## config.mk

```make
export PLATFORM = sky130hd
export DESIGN_NAME = ahb3lite_irq_gen_flat
export DESIGN_NICKNAME = d
export VERILOG_FILES = /design/src/rtl/ahb3lite_irq_gen_if.sv /design/src/rtl/ahb3lite_irq_gen.sv /design/src/flat_wrapper.sv
export SDC_FILE = /design/constraint.sdc
export NUM_CORES = 1
export LEC_CHECK = 0
export ABC_AREA = 0
export BUFFER_PORTS_ARGS = -buffer_cell sky130_fd_sc_hd__buf_2
export CAP_MARGIN = 20
export CORE_MARGIN = 10
export CORE_UTILIZATION = 45
export CTS_BUF_LIST = sky130_fd_sc_hd__clkbuf_2 sky130_fd_sc_hd__clkbuf_4 sky130_fd_sc_hd__clkbuf_8
export CTS_CLUSTER_DIAMETER = 80
export DETAILED_ROUTE_END_ITERATION = 8
export PLACE_DENSITY = 0.7
export SETUP_SLACK_MARGIN = 0.3
export SLEW_MARGIN = 20
export SYNTH_ARGS = -nofsm -noshare
export SYNTH_HDL_FRONTEND = slang
export SYNTH_SLANG_ARGS = --single-unit
```

## constraint.sdc

```tcl
create_clock -name CLK -period 3 [get_ports CLK]
set_clock_uncertainty 0.2 [all_clocks]
set_input_delay 0.6 -clock CLK [delete_from_list [all_inputs] [get_ports CLK]]
set_output_delay 0.6 -clock CLK [all_outputs]
set_load 0.02 [all_outputs]
```

## src/rtl/ahb3lite_irq_gen_if.sv

```systemverilog
// ============================================================================
//  Module      : ahb3lite_irq_gen_if
//  Description : AHB3-Lite bus bundle for the IRQ generator slave.
//                The master modport is the bus side (fabric / testbench),
//                and the slave modport is the register block.
//  Revision    : 1.0  initial release
// ============================================================================
`default_nettype none

interface ahb3lite_irq_gen_if;
  logic        HSEL;
  logic        HWRITE;
  logic        HREADY;
  logic [31:0] HADDR;
  logic [1:0]  HTRANS;
  logic [2:0]  HSIZE;
  logic [2:0]  HBURST;
  logic [3:0]  HPROT;
  logic [31:0] HWDATA;
  logic [31:0] HRDATA;
  logic        HRESP;
  logic        HREADYOUT;

  modport slave (
    input  HSEL, HWRITE, HREADY, HADDR, HTRANS, HSIZE, HBURST, HPROT, HWDATA,
    output HRDATA, HRESP, HREADYOUT
  );

  modport master (
    output HSEL, HWRITE, HREADY, HADDR, HTRANS, HSIZE, HBURST, HPROT, HWDATA,
    input  HRDATA, HRESP, HREADYOUT
  );
endinterface

`default_nettype wire

```

## src/rtl/ahb3lite_irq_gen.sv

```systemverilog
// ============================================================================
//  Module      : ahb3lite_irq_gen
//  Description : AHB3-Lite slave that raises IRQ lines from software, either
//                as persistent levels (LEVEL) or as shared-timer pulses
//                (EDGE). 32 IRQs per register word, IRQ_CNT need not be a
//                multiple of 32. Unserviceable accesses get a two-cycle
//                AHB ERROR response.
//                Optional macro IRQ_GEN_SET_CLR_EN adds the LEVEL_SET
//                (0x300) and LEVEL_CLR (0x400) regions.
//  Revision    : 1.0  initial release
// ============================================================================
`default_nettype none

module ahb3lite_irq_gen #(
  parameter int IRQ_CNT   = 240,
  parameter int PULSE_LEN = 4
) (
  input  wire logic             CLK,
  input  wire logic             RESET,
  ahb3lite_irq_gen_if.slave     bus,
  output logic [IRQ_CNT-1:0]    IRQ
);

  localparam int NBANK = (IRQ_CNT + 31) / 32;
  localparam int NB32  = NBANK * 32;
  localparam int BW    = (NBANK > 1) ? $clog2(NBANK) : 1;

  localparam logic [3:0] REG_LEVEL  = 4'h0;
  localparam logic [3:0] REG_EDGE   = 4'h1;
  localparam logic [3:0] REG_STATUS = 4'h2;
`ifdef IRQ_GEN_SET_CLR_EN
  localparam logic [3:0] REG_SET    = 4'h3;
  localparam logic [3:0] REG_CLR    = 4'h4;
`endif

  typedef enum logic [1:0] {ST_IDLE, ST_ERR1, ST_ERR2} state_t;

  state_t                   state_q, state_d;
  logic [NBANK-1:0][31:0]   level_q;
  logic [NBANK-1:0][31:0]   edge_q;
  logic [15:0]              cnt_q;
  logic                     wr_q;
  logic [3:0]               wr_reg_q;
  logic [BW-1:0]            wr_bank_q;
  logic [31:0]              hrdata_q;

  logic          w_valid, w_err, w_bank_ok, w_region_ok;
  logic [3:0]    w_region;
  logic [BW-1:0] w_bank;
  logic          w_wr_fire, w_lvl_wr, w_edge_load, w_fwd;
  logic [31:0]   w_wdata, w_lvl_old, w_lvl_new, w_rdata;
  logic [NB32-1:0] w_irq_flat;

  // Bits of bank b that map onto real IRQ lines; the rest read 0 and drop writes.
  function automatic logic [31:0] f_mask(input logic [BW-1:0] b);
    logic [31:0] m;
    for (int i = 0; i < 32; i++) begin
      m[i] = ((32 * int'(b)) + i) < IRQ_CNT;
    end
    return m;
  endfunction

  assign w_valid   = bus.HSEL & bus.HREADY & bus.HTRANS[1];
  assign w_region  = bus.HADDR[11:8];
  assign w_bank    = bus.HADDR[2 +: BW];
  assign w_bank_ok = ({26'd0, bus.HADDR[7:2]} < NBANK);

  // Which regions exist for this access direction.
  always_comb begin
    w_region_ok = 1'b0;
    case (w_region)
      REG_LEVEL, REG_EDGE: w_region_ok = 1'b1;
      REG_STATUS:          w_region_ok = ~bus.HWRITE;
`ifdef IRQ_GEN_SET_CLR_EN
      REG_SET, REG_CLR:    w_region_ok = 1'b1;
`endif
      default:             w_region_ok = 1'b0;
    endcase
  end

  assign w_err = w_valid & ((bus.HSIZE != 3'd2) | (bus.HADDR[1:0] != 2'b00) |
                            ~w_bank_ok | ~w_region_ok);

  // Data phase of an accepted write completes when HREADY is high.
  assign w_wr_fire = wr_q & bus.HREADY;
  assign w_wdata   = bus.HWDATA & f_mask(wr_bank_q);
  assign w_lvl_old = level_q[wr_bank_q];

  // New LEVEL word produced by the write currently in its data phase.
  always_comb begin
    w_lvl_new = w_lvl_old;
    w_lvl_wr  = 1'b0;
    if (w_wr_fire) begin
      case (wr_reg_q)
        REG_LEVEL: begin w_lvl_new = w_wdata;              w_lvl_wr = 1'b1; end
`ifdef IRQ_GEN_SET_CLR_EN
        REG_SET:   begin w_lvl_new = w_lvl_old | w_wdata;  w_lvl_wr = 1'b1; end
        REG_CLR:   begin w_lvl_new = w_lvl_old & ~w_wdata; w_lvl_wr = 1'b1; end
`endif
        default: ;
      endcase
    end
  end

  assign w_edge_load = w_wr_fire & (wr_reg_q == REG_EDGE) & (|w_wdata);
  assign w_fwd       = w_lvl_wr & (wr_bank_q == w_bank);

  // Read mux for the address phase; a same-word write in flight is forwarded.
  always_comb begin
    w_rdata = '0;
    case (w_region)
      REG_LEVEL:  w_rdata = w_fwd ? w_lvl_new : level_q[w_bank];
`ifdef IRQ_GEN_SET_CLR_EN
      REG_SET,
      REG_CLR:    w_rdata = w_fwd ? w_lvl_new : level_q[w_bank];
`endif
      REG_STATUS: w_rdata = level_q[w_bank] | edge_q[w_bank];
      default:    w_rdata = '0;
    endcase
  end

  // Response FSM state register.
  always_ff @(posedge CLK) begin
    if (RESET) state_q <= ST_IDLE;
    else       state_q <= state_d;
  end

  // Response FSM next state and bus response outputs.
  always_comb begin
    state_d       = state_q;
    bus.HREADYOUT = 1'b1;
    bus.HRESP     = 1'b0;
    case (state_q)
      ST_IDLE: state_d = w_err ? ST_ERR1 : ST_IDLE;
      ST_ERR1: begin
        bus.HREADYOUT = 1'b0;
        bus.HRESP     = 1'b1;
        state_d       = ST_ERR2;
      end
      ST_ERR2: begin
        bus.HRESP = 1'b1;
        state_d   = w_err ? ST_ERR1 : ST_IDLE;
      end
      default: state_d = ST_IDLE;
    endcase
  end

  // Register bank, pulse timer, data-phase capture and read data.
  always_ff @(posedge CLK) begin
    if (RESET) begin
      level_q   <= '0;
      edge_q    <= '0;
      cnt_q     <= '0;
      wr_q      <= 1'b0;
      wr_reg_q  <= '0;
      wr_bank_q <= '0;
      hrdata_q  <= '0;
    end else begin
      if (w_lvl_wr) level_q[wr_bank_q] <= w_lvl_new;

      // A fresh EDGE write restarts the shared timer, extending every pulse.
      if (w_edge_load) begin
        edge_q[wr_bank_q] <= edge_q[wr_bank_q] | w_wdata;
        cnt_q             <= 16'(PULSE_LEN);
      end else if (cnt_q != 16'd0) begin
        cnt_q <= cnt_q - 16'd1;
        if (cnt_q == 16'd1) edge_q <= '0;
      end

      if (bus.HREADY) begin
        wr_q      <= w_valid & ~w_err & bus.HWRITE;
        wr_reg_q  <= w_region;
        wr_bank_q <= w_bank;
      end

      if (w_valid & ~w_err & ~bus.HWRITE) hrdata_q <= w_rdata;
    end
  end

  assign bus.HRDATA = hrdata_q;
  assign w_irq_flat = level_q | edge_q;
  assign IRQ        = w_irq_flat[IRQ_CNT-1:0];

  generate
    if (NB32 > IRQ_CNT) begin : g_pad
      // Padding bits above IRQ_CNT are held at zero by the write masks.
      logic w_unused_pad;
      assign w_unused_pad = &{1'b0, w_irq_flat[NB32-1:IRQ_CNT]};
    end
  endgenerate

  logic w_unused_bus;
  assign w_unused_bus = &{1'b0, bus.HBURST, bus.HPROT, bus.HADDR[31:12], bus.HTRANS[0]};

endmodule

`default_nettype wire

```

## src/flat_wrapper.sv

```systemverilog
// flat-port wrapper written by rule: the top's interface ports become plain ports
module ahb3lite_irq_gen_flat 
#(
  parameter int IRQ_CNT   = 240,
  parameter int PULSE_LEN = 4
)
  (CLK, RESET, IRQ, bus_HSEL, bus_HWRITE, bus_HREADY, bus_HADDR, bus_HTRANS, bus_HSIZE, bus_HBURST, bus_HPROT, bus_HWDATA, bus_HRDATA, bus_HRESP, bus_HREADYOUT);
  ahb3lite_irq_gen_if bus_i ();
  input  wire logic CLK;
  input  wire logic RESET;
  output logic [IRQ_CNT-1:0] IRQ;
  input wire logic [$bits(bus_i.HSEL)-1:0] bus_HSEL;
  input wire logic [$bits(bus_i.HWRITE)-1:0] bus_HWRITE;
  input wire logic [$bits(bus_i.HREADY)-1:0] bus_HREADY;
  input wire logic [$bits(bus_i.HADDR)-1:0] bus_HADDR;
  input wire logic [$bits(bus_i.HTRANS)-1:0] bus_HTRANS;
  input wire logic [$bits(bus_i.HSIZE)-1:0] bus_HSIZE;
  input wire logic [$bits(bus_i.HBURST)-1:0] bus_HBURST;
  input wire logic [$bits(bus_i.HPROT)-1:0] bus_HPROT;
  input wire logic [$bits(bus_i.HWDATA)-1:0] bus_HWDATA;
  output wire logic [$bits(bus_i.HRDATA)-1:0] bus_HRDATA;
  output wire logic [$bits(bus_i.HRESP)-1:0] bus_HRESP;
  output wire logic [$bits(bus_i.HREADYOUT)-1:0] bus_HREADYOUT;
  assign bus_i.HSEL = bus_HSEL;
  assign bus_i.HWRITE = bus_HWRITE;
  assign bus_i.HREADY = bus_HREADY;
  assign bus_i.HADDR = bus_HADDR;
  assign bus_i.HTRANS = bus_HTRANS;
  assign bus_i.HSIZE = bus_HSIZE;
  assign bus_i.HBURST = bus_HBURST;
  assign bus_i.HPROT = bus_HPROT;
  assign bus_i.HWDATA = bus_HWDATA;
  assign bus_HRDATA = bus_i.HRDATA;
  assign bus_HRESP = bus_i.HRESP;
  assign bus_HREADYOUT = bus_i.HREADYOUT;
  ahb3lite_irq_gen #(.IRQ_CNT(IRQ_CNT), .PULSE_LEN(PULSE_LEN)) u_core (.CLK(CLK), .RESET(RESET), .bus(bus_i), .IRQ(IRQ));
endmodule
```

==> impl.org <==
** Outcome
- The run finished with clean final reports.

** Clock network
- The later pin in the worst-skew pair is clocked with a latency of about 0.70 ns.
- The clock passes through at most 3 buffers.
- Clock Sinks :: 570
- The root buffer cell chosen for the clock tree is clkbuf_8.
- Clock tree from TritonCTS :: done
- After clock tree synthesis, the clock-pin slew on the worst setup and hold paths is 0.07 ns.
- In this run the number of H-tree levels came out at 3.
- Clock tree synthesis inserted a total of between 90 and 100 buffers.

** Global routing
- The number of antenna violations at the first check in global routing was 4.
- The first global-routing pass estimated 165 mm of wire.
- For this run the aggregate overflow at the end of global routing stands at 0.
- Entering global routing, the biggest net connects 140 pins.
- Across every metal layer, demand over resource in global routing totals 30.6%.
- Vias in the first global route :: 25528

** Floorplan
- In this run the core area contains 90 standard-cell rows.
- Number of primary I/O pins :: 355
- Floorplan die height :: roughly 270 µm
- The die covers 71700 µm².
- Starting utilization of the core area :: a little under half
- After floorplanning, the core was sized to cover 60600 µm².
- Die Wd :: approximately 270 µm

** Place
- The placed instances occupy a cell area of 31500 µm².
- Worst Setup Slack post-DPL :: -0.0725 ns
- The congestion estimate from routability-driven global placement came to 0.952.
- Counting tap cells, the placed design contains a total of 3988 instances.
- The wire-length estimate of the detail-placed layout is about 80 mm.
- The count of buffers added on input and output ports is 326.

** Setup path
- STA classifies the critical path startpoint as a register.
- In this run the worst setup path begins at u_core.wr_bank_q[1]$_SDFFE_PP0P_.
- Arrival time at the worst endpoint :: 3.02 ns
- The critical path is of the reg2reg type.
- Critical Path Fanout Max :: 44
- Required time worst endpoint :: 3.37 ns
- In this run the critical register-to-register path is launched from u_core.wr_bank_q[1]$_SDFFE_PP0P_.
- Across all register-to-register paths, the minimum setup slack is about 0.35 ns.
- CP Capture Type :: register

** Timing
- Period minus WS final :: about 2.7 ns
- Static timing analysis puts the maximum clock frequency at 377 MHz.
- The tightest hold path in the finished design has a slack of around 0.036 ns.
- Hold violation total from the final report :: 0
- The number of max-slew violations in the final report was 0.
- Setup repair after global routing left no endpoint under its margin.
- Setup violations remaining at the end of the flow were counted as 0.
- Ratio of final minimum period to clock period :: 88.5%
- After layout, the worst setup slack is 0.346 ns.
- Worst slew margin :: 36.9%
- For the pin with the worst max-slew slack, the measured transition is 0.944 ns.

** Layout
- Cells fill ~56% of the core in the end.
- Ratio of cells with drive above 1 in the final layout :: 34.4%
- Synth-to-layout area growth :: 21.7%
- Fill cell count :: 5406
- After the last flow step, the layout net total stands at about 3400.
- The finished cells cover around 34000 µm².
- The count of cells in the finished layout, fillers not included, comes to 4159.

** Yosys
- Yosys reg bits :: 570
- Count of cell types in the netlist :: 82
- Proportion of synthesized chip area in sequential cells :: approximately 41%
- Proportion of synthesized flip-flops having asynchronous set or reset :: 0%
- Synth warn :: 0
- In this run, synthesis inferred 0 flip-flops with an integrated enable.
- Average cell area after synthesis :: 9.46 µm²
- The number of nets in the synthesized netlist is between 3000 and 4000.
- Counting every instance in the synthesized netlist gives 2922.
- The synthesized netlist occupies a cell area of ~28000 µm².
- For this run, the leading register cell type out of synthesis is dfxtp_1.

** Routing
- Count of routing violations after the opening detailed-route iteration :: about 3600
- DR vias/cell :: 6.41
- DRT antenna net count :: 0
- Final wirelength :: approximately 110 mm
- In the detailed route, the total length drawn on met3 is 13.7 mm.
- After detailed routing, the met2 layer carries 50.5 mm of wire.
- The highest layer touched by signal routing is met5.
- Total DRC errors in the routed layout :: 0
- The detailed router put a total of around 43 mm of wire on met1.
- Post-detailed-route wirelength per cell :: 27.4 µm
- The pre-antenna-repair detailed-routing pass consisted of 6 iterations.
- Total vias in the final route :: around 27000

** Flow run
- Max-Cap Viols :: 0

** Power and ir drop
- VDD sags by at most 308 µV.
- For this design the ratio of total power to cell area is slightly above 500 nW/µm².
- Leakage power of the design :: 14.6 nW

** Hold path
- The startpoint identified for the worst hold timing path is bus_HADDR[8].
- The min-delay analysis places its worst path in the category in2reg.
-- cell families (layout without fill, tap and decap cells) --
kind of cell | count (synthesis) | after routing | synth area share (%)
xor gates and xnor gates | 12 | 12 | 0.380
other | 0 | 1 | 0
buffers and inverters | 286 | 740 | 4.51
and+or+nand+nor | 1014 | 1014 | 18.1
muxes | 268 | 268 | 16.3
adders and majority gates | 6 | 6 | 0.272
AOI/OAI and AO/OA | 766 | 766 | 19.1
DFF | 570 | 570 | 41.3
-- cells in the final DEF, fill, tap and decap left out, types with 30 or more instances in the layout --
cell type / Yosys / final
mux2_2: 31 / 31
o2bb2ai_1: 41 / 41
nand3_1: 50 / 49
o21ai_0: 38 / 38
buf_2: 88 / 322
o22ai_1: 71 / 71
clkbuf_8: 0 / 121
nand3b_1: 38 / 38
nor2_1: 298 / 290
buf_12: 0 / 55
a21oi_1: 274 / 274
inv_1: 36 / 35
mux2i_1: 95 / 95
buf_4: 7 / 154
mux4_2: 142 / 142
a22o_1: 156 / 156
clkbuf_4: 0 / 30
dfxtp_1: 570 / 567
nand2_1: 270 / 270
or2_2: 243 / 244
-- flip-flops by register name (all words and copies together) (netlist names) --
register and count:
u_core.edge_q 256, u_core.level_q 256, u_core.bus.HRDATA 32, u_core.cnt_q 16, u_core.wr_reg_q 4, u_core.wr_bank_q 3, u_core.state_q 2, u_core.wr_q 1
-- cells in the mapped netlist (all sizes together) (3+ instances only) --
cell type | number | share of area (%)
buf | 119 | 2.2
a221o | 27 | 0.98
nor3 | 16 | 0.44
a22o | 156 | 4.9
nor3b | 5 | 0.17
a21o | 6 | 0.16
o2bb2ai | 41 | 1.3
clkbuf | 129 | 1.8
a22oi | 26 | 0.71
o211a | 5 | 0.18
mux4 | 142 | 12
nand3b | 38 | 1.0
o211ai | 31 | 0.91
nor4 | 11 | 0.35
nand2b | 4 | 0.091
ha | 6 | 0.27
inv | 37 | 0.50
a21oi | 275 | 5.0
or4 | 4 | 0.11
or4b | 3 | 0.12
xnor2 | 6 | 0.19
and2 | 5 | 0.11
xor2 | 6 | 0.19
mux2i | 95 | 3.4
or2 | 244 | 5.5
a221oi | 17 | 0.54
o22ai | 71 | 1.6
nand3 | 50 | 0.91
o221ai | 3 | 0.095
nand4 | 16 | 0.38
o21ai | 45 | 0.83
nor2b | 15 | 0.34
a211oi | 29 | 0.87
and3 | 22 | 0.50
dfxtp | 570 | 41
or3 | 6 | 0.14
nand2 | 272 | 3.7
a222oi | 4 | 0.14
a31oi | 11 | 0.25
mux2 | 31 | 1.3
nor2 | 299 | 4.1
-- final timing paths --
path                                                         to  depth (start not counted)
worst max register to register  u_core.edge_q[107]$_SDFFE_PP0P_                          6
worst max-delay path            u_core.edge_q[107]$_SDFFE_PP0P_                          6
worst min register to register  u_core.level_q[73]$_SDFFE_PP0P_                          2
worst min-delay path            u_core.wr_reg_q[0]$_SDFFE_PP0P_                          3
-- per-stage QoR --
stage	setup TNS (ns)	total power [mW]
final	0	17.4
after CTS	0	17.3
after global routing	0	17.9
after global placement	-0.0764	9.93
after floorplan	0	9.16
after detailed placement	-0.889	9.95
-- where the power goes --
part / switching (mW) / internal [mW] / total, mW
registers: 0.104 / 7.66 / 7.76
logic: 1.37 / 0.743 / 2.12
clock network: 3.21 / 4.31 / 7.52
-- layer usage --
metal,global-route usage [%],vias up
li1,-,11447
met1,38.4,12951
met2,46.8,1824
met3,8.06,416
met4,18.7,4
met5,0,-
-- what timing repair did --
| item | CTS | global route |
|---|---|---|
| setup endpoints to repair | 2 | 161 |
| hold buffers | 3 | 0 |
| resized for setup | 1 | 1 |
| hold endpoints to repair | 9 | 0 |
| pin swaps | 0 | 2 |
| buffers inserted | 0 | 2 |
-- worst max-delay path, stage by stage (launching register included) --
cell      delay [ns]
dfxtp_4         0.43
buf_12          0.31
mux4_2          0.56
nor2b_1         0.15
a211oi_1        0.43
or2_2           0.29
o22ai_1         0.12
-- area by class of cell --
type	count	area [µm²]	area share, %
antenna	1	2.50	0.00744
clock buffer	151	1890	5.62
clock inverter	14	170	0.506
inverter	38	144	0.428
multi-input combinational	2066	15100	44.9
sequential	570	11400	34.0
tap	782	978	2.91
timing repair buffer	537	3940	11.7
Note: power is estimated with default switching activity, not from simulation.
